$ cat config.mk
export PLATFORM = sky130hd
export DESIGN_NAME = regbank_wb_arbiter
export DESIGN_NICKNAME = d
export VERILOG_FILES = /design/src/rtl/regbank_wb_arbiter_pkg.sv /design/src/rtl/regbank_wb_arbiter_rr_arbiter.sv /design/src/rtl/regbank_wb_arbiter.sv
export SDC_FILE = /design/constraint.sdc
export NUM_CORES = 1
export LEC_CHECK = 0
export BUFFER_PORTS_ARGS = -buffer_cell sky130_fd_sc_hd__buf_2
export CAP_MARGIN = 20
export CORE_MARGIN = 2
export CORE_UTILIZATION = 55
export CTS_BUF_LIST = sky130_fd_sc_hd__clkbuf_8 sky130_fd_sc_hd__clkbuf_16
export DETAILED_ROUTE_END_ITERATION = 16
export PLACE_DENSITY_LB_ADDON = 0.3
export SLEW_MARGIN = 20
export SYNTH_ARGS = -nofsm -noshare
export SYNTH_HDL_FRONTEND = slang
export SYNTH_HIERARCHICAL = 1
export SYNTH_SLANG_ARGS = --single-unit
$ cat constraint.sdc
create_clock -name clk -period 3.9 [get_ports clk]
set_clock_uncertainty 0.1 [all_clocks]
set_input_delay 0.195 -clock clk [delete_from_list [all_inputs] [get_ports clk]]
set_output_delay 0.195 -clock clk [all_outputs]
set_load 0.01 [all_outputs]
$ cat src/rtl/regbank_wb_arbiter_pkg.sv
// Shared definitions for the register-bank writeback arbiter.
//   AW_DEF / DW_DEF : default register address / data widths
//   REG_ZERO        : hard-wired zero register (writes dropped, never busy)
//   MAX_REQ         : widest requester vector the round-robin helper handles
//   rr_pick()       : first set request at or after the pointer, with wrap
package regbank_wb_arbiter_pkg;

  localparam int unsigned AW_DEF   = 5;
  localparam int unsigned DW_DEF   = 32;
  localparam int unsigned REG_ZERO = 0;
  localparam int unsigned MAX_REQ  = 4;

  typedef struct packed {
    logic       hit;
    logic [1:0] idx;
  } rr_pick_t;

  // Scan req starting at ptr, rising and wrapping modulo n (n <= MAX_REQ).
  function automatic rr_pick_t rr_pick(input logic [MAX_REQ-1:0] req,
                                       input logic [1:0]         ptr,
                                       input int unsigned        n);
    rr_pick_t    pick;
    int unsigned i;
    pick = '0;
    for (int unsigned k = 0; k < MAX_REQ; k++) begin
      i = (32'(ptr) + k) % n;
      if (k < n && !pick.hit && req[i[1:0]]) begin
        pick.hit = 1'b1;
        pick.idx = i[1:0];
      end
    end
    return pick;
  endfunction

endpackage

$ cat src/rtl/regbank_wb_arbiter_rr_arbiter.sv
// Round-robin arbiter for a shared single-ported resource.
//   clk, rst_n : clock, asynchronous active-low reset
//   req        : NREQ request vector (one bit per requester)
//   grant      : one-hot grant, combinational from req; all-zero in reset
// Every grant is a transfer; the pointer moves to winner+1 after a grant
// and holds otherwise.
module rr_arbiter
  import regbank_wb_arbiter_pkg::*;
#(
  parameter int unsigned NREQ = 2
) (
  input  logic            clk,
  input  logic            rst_n,
  input  logic [NREQ-1:0] req,
  output logic [NREQ-1:0] grant
);

  logic [1:0]         ptr_q;
  logic [1:0]         ptr_d;
  logic [MAX_REQ-1:0] req_pad;
  rr_pick_t           pick;

  always_comb begin
    req_pad             = '0;
    req_pad[NREQ-1:0]   = req;
    pick                = rr_pick(req_pad, ptr_q, NREQ);
    grant               = '0;
    ptr_d               = ptr_q;
    if (pick.hit && rst_n) begin
      for (int unsigned i = 0; i < NREQ; i++) begin
        if (pick.idx == 2'(i)) grant[i] = 1'b1;
      end
      ptr_d = (pick.idx == 2'(NREQ - 1)) ? '0 : pick.idx + 2'd1;
    end
  end

  always_ff @(posedge clk or negedge rst_n) begin
    if (!rst_n) ptr_q <= '0;
    else        ptr_q <= ptr_d;
  end

endmodule

$ cat src/rtl/regbank_wb_arbiter.sv
// Write-port controller for the register bank.
//   req_valid/req_ready/req_addr/req_data : NREQ writeback requesters,
//                                           round-robin arbitrated
//   claim_valid/claim_addr                : issue stage reserves a destination
//   q_addr1/q_addr2 -> q_busy1/q_busy2    : read-hazard queries
//   RegEn/WriteRegister/WriteData         : bank write port, registered
//   err_unclaimed                         : sticky, write to a non-busy reg
module regbank_wb_arbiter
  import regbank_wb_arbiter_pkg::*;
#(
  parameter int unsigned NREQ = 2,
  parameter int unsigned AW   = AW_DEF,
  parameter int unsigned DW   = DW_DEF
) (
  input  logic               clk,
  input  logic               rst_n,
  input  logic [NREQ-1:0]    req_valid,
  output logic [NREQ-1:0]    req_ready,
  input  logic [NREQ*AW-1:0] req_addr,
  input  logic [NREQ*DW-1:0] req_data,
  input  logic               claim_valid,
  input  logic [AW-1:0]      claim_addr,
  input  logic [AW-1:0]      q_addr1,
  input  logic [AW-1:0]      q_addr2,
  output logic               q_busy1,
  output logic               q_busy2,
  output logic               RegEn,
  output logic [AW-1:0]      WriteRegister,
  output logic [DW-1:0]      WriteData,
  output logic               err_unclaimed
);

  localparam int unsigned NREGS = 1 << AW;

  logic [NREQ-1:0]  grant;
  logic             xfer;
  logic [AW-1:0]    sel_addr;
  logic [DW-1:0]    sel_data;

  logic             wr_en_q,   wr_en_d;
  logic [AW-1:0]    wr_addr_q, wr_addr_d;
  logic [DW-1:0]    wr_data_q, wr_data_d;
  logic [NREGS-1:0] busy_q,    busy_d;
  logic             err_q,     err_d;

  rr_arbiter #(.NREQ(NREQ)) u_arb (
    .clk   (clk),
    .rst_n (rst_n),
    .req   (req_valid),
    .grant (grant)
  );

  assign req_ready = grant;
  assign xfer      = |grant;

  always_comb begin
    sel_addr = '0;
    sel_data = '0;
    for (int unsigned i = 0; i < NREQ; i++) begin
      if (grant[i]) begin
        sel_addr = req_addr[i*AW +: AW];
        sel_data = req_data[i*DW +: DW];
      end
    end
  end

  always_comb begin
    // Transfers to the zero register are accepted but never reach the bank.
    wr_en_d   = xfer && (sel_addr != AW'(REG_ZERO));
    wr_addr_d = wr_en_d ? sel_addr : wr_addr_q;
    wr_data_d = wr_en_d ? sel_data : wr_data_q;

    // Clear first, then set: a new claim supersedes a committing producer.
    busy_d = busy_q;
    if (wr_en_q) busy_d[wr_addr_q] = 1'b0;
    if (claim_valid && claim_addr != AW'(REG_ZERO)) busy_d[claim_addr] = 1'b1;

    err_d = err_q | (wr_en_q & ~busy_q[wr_addr_q]);
  end

  always_ff @(posedge clk or negedge rst_n) begin
    if (!rst_n) begin
      wr_en_q   <= 1'b0;
      wr_addr_q <= '0;
      wr_data_q <= '0;
      busy_q    <= '0;
      err_q     <= 1'b0;
    end else begin
      wr_en_q   <= wr_en_d;
      wr_addr_q <= wr_addr_d;
      wr_data_q <= wr_data_d;
      busy_q    <= busy_d;
      err_q     <= err_d;
    end
  end

  assign RegEn         = wr_en_q;
  assign WriteRegister = wr_addr_q;
  assign WriteData     = wr_data_q;
  assign err_unclaimed = err_q;

  // A write committing this cycle is already visible in the bank.
  assign q_busy1 = busy_q[q_addr1] & ~(wr_en_q && wr_addr_q == q_addr1);
  assign q_busy2 = busy_q[q_addr2] & ~(wr_en_q && wr_addr_q == q_addr2);

endmodule

# == Word-level counts from Yosys, hierarchy flattened ==
# Cells that the tools add are included.
# word_totals
regBits,72
out_inout_bits,43
# classes
n_eq_ne,3
mux,26
n_addsub,2
n_bitwise,10
magnitude_cmp,8
reduce_logical,13
# ops
operator,n
$mux W32,4
$and A32 B32 Y32,1
$not A32 Y32,1
$or A32 B32 Y32,1
$lt A5 B6 Y1 const B,4
$bmux W1 S5,3
$mux W1,12
$demux W1 S5,2
$eq A5 B5 Y1,2
$ge A5 B1 Y1 const B,2
$mux W5,2
$reduce_bool A5 Y1,2
$logic_and A1 B1 Y1,8
$lt A1 B3 Y1 const B,2
$mux W3,2
$and A1 B1 Y1,3
$not A1 Y1,3
$add A1 B1 Y1 const B,2
$eq A2 B1 Y1 const B,1
$logic_not A2 Y1,1
$mux W2,1
$reduce_or A2 Y1,1
$logic_not A1 Y1,1
$or A1 B1 Y1,1

# == Depth between registers and ports, before layout ==
# logic_depth
depth_word,13
mapped_depth,7

# == Hierarchy ==
# The synthesis kept the hierarchy.
# by_module_without_submodules
module,cells_per_inst,n_inst,area_each_um2
regbank_wb_arbiter,338,1,4071.4
rr_arbiter,8,1,61.3

# == Least setup slack after synthesis ==
# OpenSTA, ideal clock, no wires.
# synth_timing
kind,register -> register
start,register u_arb.ptr_q[0]
end,register wr_data_q[26] (netlist: WriteData[26])
n_path_buf,2
t_arrival_ns,1.732
setup_ns,0.125
setup_slack_ns,1.943
synth_period_minus_slack_ns,1.957
required_ns,3.675
path_stages_with_launch,7
cell_sequence,dfrtp_1 > inv_1 > a21oi_1 > clkbuf_1 > clkbuf_1 > o21ai_0 > mux2_4
# synth_via
word_cells_on_any_way,22
cone_classes,1 x add/sub; 1 x eq/ne; 13 x mux; 7 x reduce/logical
# synth_rtl
element,line_no,source
start: declaration,regbank_wb_arbiter_rr_arbiter.sv:18,logic [1:0] ptr_q;
start signal: assignment,regbank_wb_arbiter_rr_arbiter.sv:39,else ptr_q <= ptr_d;
$mux W1 (implied by the code) (2 in a row),regbank_wb_arbiter_pkg.sv:27,if (k < n && !pick.hit && req[i[1:0]]) begin
$mux W3,regbank_wb_arbiter_pkg.sv:27,
$logic_not A1 Y1,regbank_wb_arbiter_pkg.sv:27,
$logic_and A1 B1 Y1,regbank_wb_arbiter_pkg.sv:27,
$mux W3 (*),regbank_wb_arbiter_pkg.sv:27,
$eq A2 B1 Y1,regbank_wb_arbiter_rr_arbiter.sv:31,if (pick.idx == 2'(i)) grant[i] = 1'b1;
$mux W1,regbank_wb_arbiter_rr_arbiter.sv:31,
$mux W2 (*),regbank_wb_arbiter_rr_arbiter.sv:29,if (pick.hit && rst_n) begin
via req_ready[1],regbank_wb_arbiter.sv:18,"output logic [NREQ-1:0] req_ready,"
$mux W5,regbank_wb_arbiter.sv:60,if (grant[i]) begin
$reduce_bool A5 Y1,regbank_wb_arbiter.sv:69,wr_en_d = xfer && (sel_addr != AW'(REG_ZERO));
$logic_and A1 B1 Y1,regbank_wb_arbiter.sv:69,
end signal: assignment,regbank_wb_arbiter.sv:91,wr_data_q <= wr_data_d;
end: declaration,regbank_wb_arbiter.sv:42,"logic [DW-1:0] wr_data_q, wr_data_d;"
# The timed path passes the listed nets; every way through them passes the cells marked *. The select of a mux whose other input is x is not followed.
# A chain may end at the register's enable or synchronous reset.

# == Final worst setup path ==
# layout_timing
start,input rst_n
end,register wr_data_q[6] (netlist: WriteData[6])
# layout_via
elab_chain_cells,6
word_cells_on_any_way,9
cone_classes,5 x mux; 4 x reduce/logical
# layout_lines
element,line_no,source
start: declaration,regbank_wb_arbiter.sv:16,"input logic rst_n,"
$logic_and A1 B1 Y1 (*),regbank_wb_arbiter_rr_arbiter.sv:29,
$mux W2 (*),regbank_wb_arbiter_rr_arbiter.sv:29,
$mux W5 (2 in a row),regbank_wb_arbiter.sv:60,
$reduce_bool A5 Y1,regbank_wb_arbiter.sv:69,
$logic_and A1 B1 Y1,regbank_wb_arbiter.sv:69,
# Every way passes the cells marked *; elsewhere a longest branch is shown, timed or not.

==> metrics.txt <==
status=finished, final reports clean; CP startpoint kind=input port; die area=8220 um2; # diodes=0; final setup fails=0; Syn Inst Count=346; TritonCTS Buffers=9; Worst Hold Class=input port to flip-flop; Slew HR=48.7%; post-cts gate resize count=0; LEAKAGE=2.28 nW; Wirelength per Cell=18.4 um; CTS max path bufs=2; number of synthesized flops with an enable pin=0; root buffer cell=clkbuf_8; Residual DRC=0; critical path type=input port to flip-flop; maxcap violations=0; Starting Density=57.0%; Worst Max-Slew Pin Slew=770 ps; GP Congestion=0.867; Clock transition at path regs=80 ps; core area=7250 um2; row cnt=31; share of layout cells above drive strength 1=46.0%; post-synthesis sequential area ratio=43.6%; area delta synth->final=22.2%; TritonCTS clock tree=built; critical path's most frequent cell=buf_4; unrepaired setup endpoints after global routing=no; slowest CP cell=dlygate4sd3_1; 1st-iter DRT viols=239; DIE HEIGHT=90.7 um; Die X=90.7 um; setup_tns=0 ps; initial antenna violation count=0; Mapped Area=4130 um2; worst stage delay on the critical path=520 ps; H-tree levels=3; Worst-Skew Late Latency=350 ps; ys async rst share=100%; HPWL after DPL=7790 um; Finished Core Util=69.6%; final critical-path share of the clock period=72.1%; largest net degree at the start of global routing=63; vias per std cell=6.07; worst vdd ir=0.228 mV; Cell Pwr Density=505 nW/um2; number of global-route vias before repair=3448; Worst EP required=4030 ps; Syn Area/Cell=11.9 um2; CP Capture Type=flip-flop; CP cell instances=dlygate4sd3_1 > buf_2 > nand2_1 > a21oi_4 > buf_4 > o21ai_1 > o21ai_4 > buf_4 > mux2_2; #FFs+latches synth=72; Fmax=356 MHz; Top FF cell, synth=dfrtp_1; final hold viol count=0; Yosys warnings=6; I/O Buffers=136; Global Route Usage Sum=26.7%; Routed Antenna Nets=0; Unique masters post-synth=38; via count=3512; WP data arrival=2940 ps; minimum clock period=2810 ps; Max FO, Critical Path=42; DRT Wirelength=10600 um; Post-Syn Nets=440; First-pass DRT Iterations=4; Max Slew Vio Count=0; # IOs=137; R2R Setup Slk=1470 ps; Final #Nets=569; GR Overflow Total=0; first-pass GRT wire length=17200 um; CTS Sinks=72
-- cell families after synthesis --
logic type	share of synthesized area [%]
DFF	43.6
xor gates and xnor gates	2.12
buffers and inverters	3.60
and+or+nand+nor	7.84
AOI/OAI and AO/OA	18.5
muxes	24.3
-- stage by stage --
step / instance area [um2] / hold WS, ps / std cells / worst slack (ps) / total power [W]
3_3_place_gp: 4870 / 15.7 / 562 / 1360 / 0.00199
4_1_cts: 5050 / 8.46 / 579 / 1100 / 0.00255
2_1_floorplan: 4130 / -201 / 346 / 1940 / 0.00172
3_5_place_dp: 4870 / 22.4 / 562 / 1280 / 0.00203
6_report: 5050 / 17.1 / 579 / 1090 / 0.00255
5_1_grt: 5050 / 20.5 / 579 / 907 / 0.00271
-- registers in the layout, indices dropped and copies added, names as in the netlist --
signal	count
RegEn	1
WriteData	32
WriteRegister	5
busy_q	32
err_unclaimed	1
u_arb/ptr_q	1
-- final timing paths --
| kind | start | endpoint | depth (start not counted) |
|---|---|---|---|
| max | rst_n | WriteData[6]$_DFFE_PN0P_ | 9 |
| min | req_addr[1] | WriteRegister[1]$_DFFE_PN0P_ | 3 |
| min in group asynchronous | rst_n | u_arb/ptr_q[0]$_DFFE_PN0N_ | 2 |
| max reg2reg | u_arb/ptr_q[0]$_DFFE_PN0N_ | WriteData[6]$_DFFE_PN0P_ | 7 |
| min reg2reg | err_unclaimed$_DFF_PN0_ | err_unclaimed$_DFF_PN0_ | 1 |
| max in group asynchronous | rst_n | busy_q[6]$_DFF_PN0_ | 3 |
-- timing repair --
action | in CTS | in global routing
buffers inserted | 0 | 0
endpoints found under the hold margin | 10 | 0
hold buffers | 1 | 0
-- cell usage in the layout (no fill, tap or decap), types with 2 or more instances in the layout --
| cell type | synthesis | layout |
|---|---|---|
| a2111oi_0 | 3 | 3 |
| a22o_1 | 31 | 31 |
| a22oi_1 | 5 | 5 |
| buf_2 | 5 | 136 |
| buf_4 | 1 | 4 |
| clkbuf_8 | 0 | 10 |
| clkinv_2 | 0 | 3 |
| dfrtp_1 | 72 | 72 |
| inv_1 | 6 | 7 |
| mux2_2 | 19 | 19 |
| mux2_4 | 14 | 14 |
| mux2i_1 | 4 | 4 |
| mux4_2 | 24 | 24 |
| nand2_1 | 8 | 8 |
| nand3_1 | 12 | 12 |
| nand3b_1 | 6 | 6 |
| nor2_1 | 2 | 2 |
| nor2b_1 | 8 | 7 |
| nor3_1 | 2 | 2 |
| nor3b_1 | 2 | 2 |
| nor4_1 | 3 | 3 |
| o21ai_0 | 70 | 70 |
| o21ai_1 | 3 | 2 |
| or3b_2 | 5 | 5 |
| or4_1 | 2 | 2 |
| xnor2_1 | 2 | 2 |
| xor2_1 | 8 | 8 |
-- area by class of cell --
class	instances	area, um2
multi-input combinational	245	2210
inverter	6	22.5
timing repair buffer	141	721
tap	99	124
clock buffer	10	138
sequential	72	1800
clock inverter	6	35.0
fill	572	2200
-- cell usage after synthesis, drive strengths merged (3+ instances only) --
cell	number	area [um2]
xor2	8	70.1
mux2	33	424
or3b	5	43.8
nand3b	6	45.0
a2111oi	3	26.3
mux2i	4	40.0
nor2b	8	50.1
buf	10	77.6
a22oi	5	37.5
nand3	12	60.1
nand2	8	30.0
inv	6	22.5
mux4	24	541
clkbuf	13	48.8
dfrtp	72	1800
nor4	3	18.8
o21ai	73	365
a22o	31	272
-- layer usage --
layer,track usage [%],share of wire [%],vias to the layer above
met5,0,0,-
met4,8.72,1.8,0
met3,6.09,7.0,19
li1,-,-,1610
met1,34.8,41,1728
met2,44.3,50,155
-- critical path: cells and delay by family --
family                 cells  cell delay (ps)
AOI/OAI and AO/OA          3              500
muxes                      1              390
buffers and inverters      4             1670
and+or+nand+nor            1              150
-- power by group --
group	total (W)	switching [W]	internal, W	leakage (nW)
Sequential	0.00118	0.000228	0.000952	0.853
Clock	0.000523	0.000279	0.000245	0.0936
Combinational	0.000848	0.000369	0.000479	1.33
Total	0.00255	0.000876	0.00168	2.28
No activity file was read; power rests on OpenSTA's default activity.
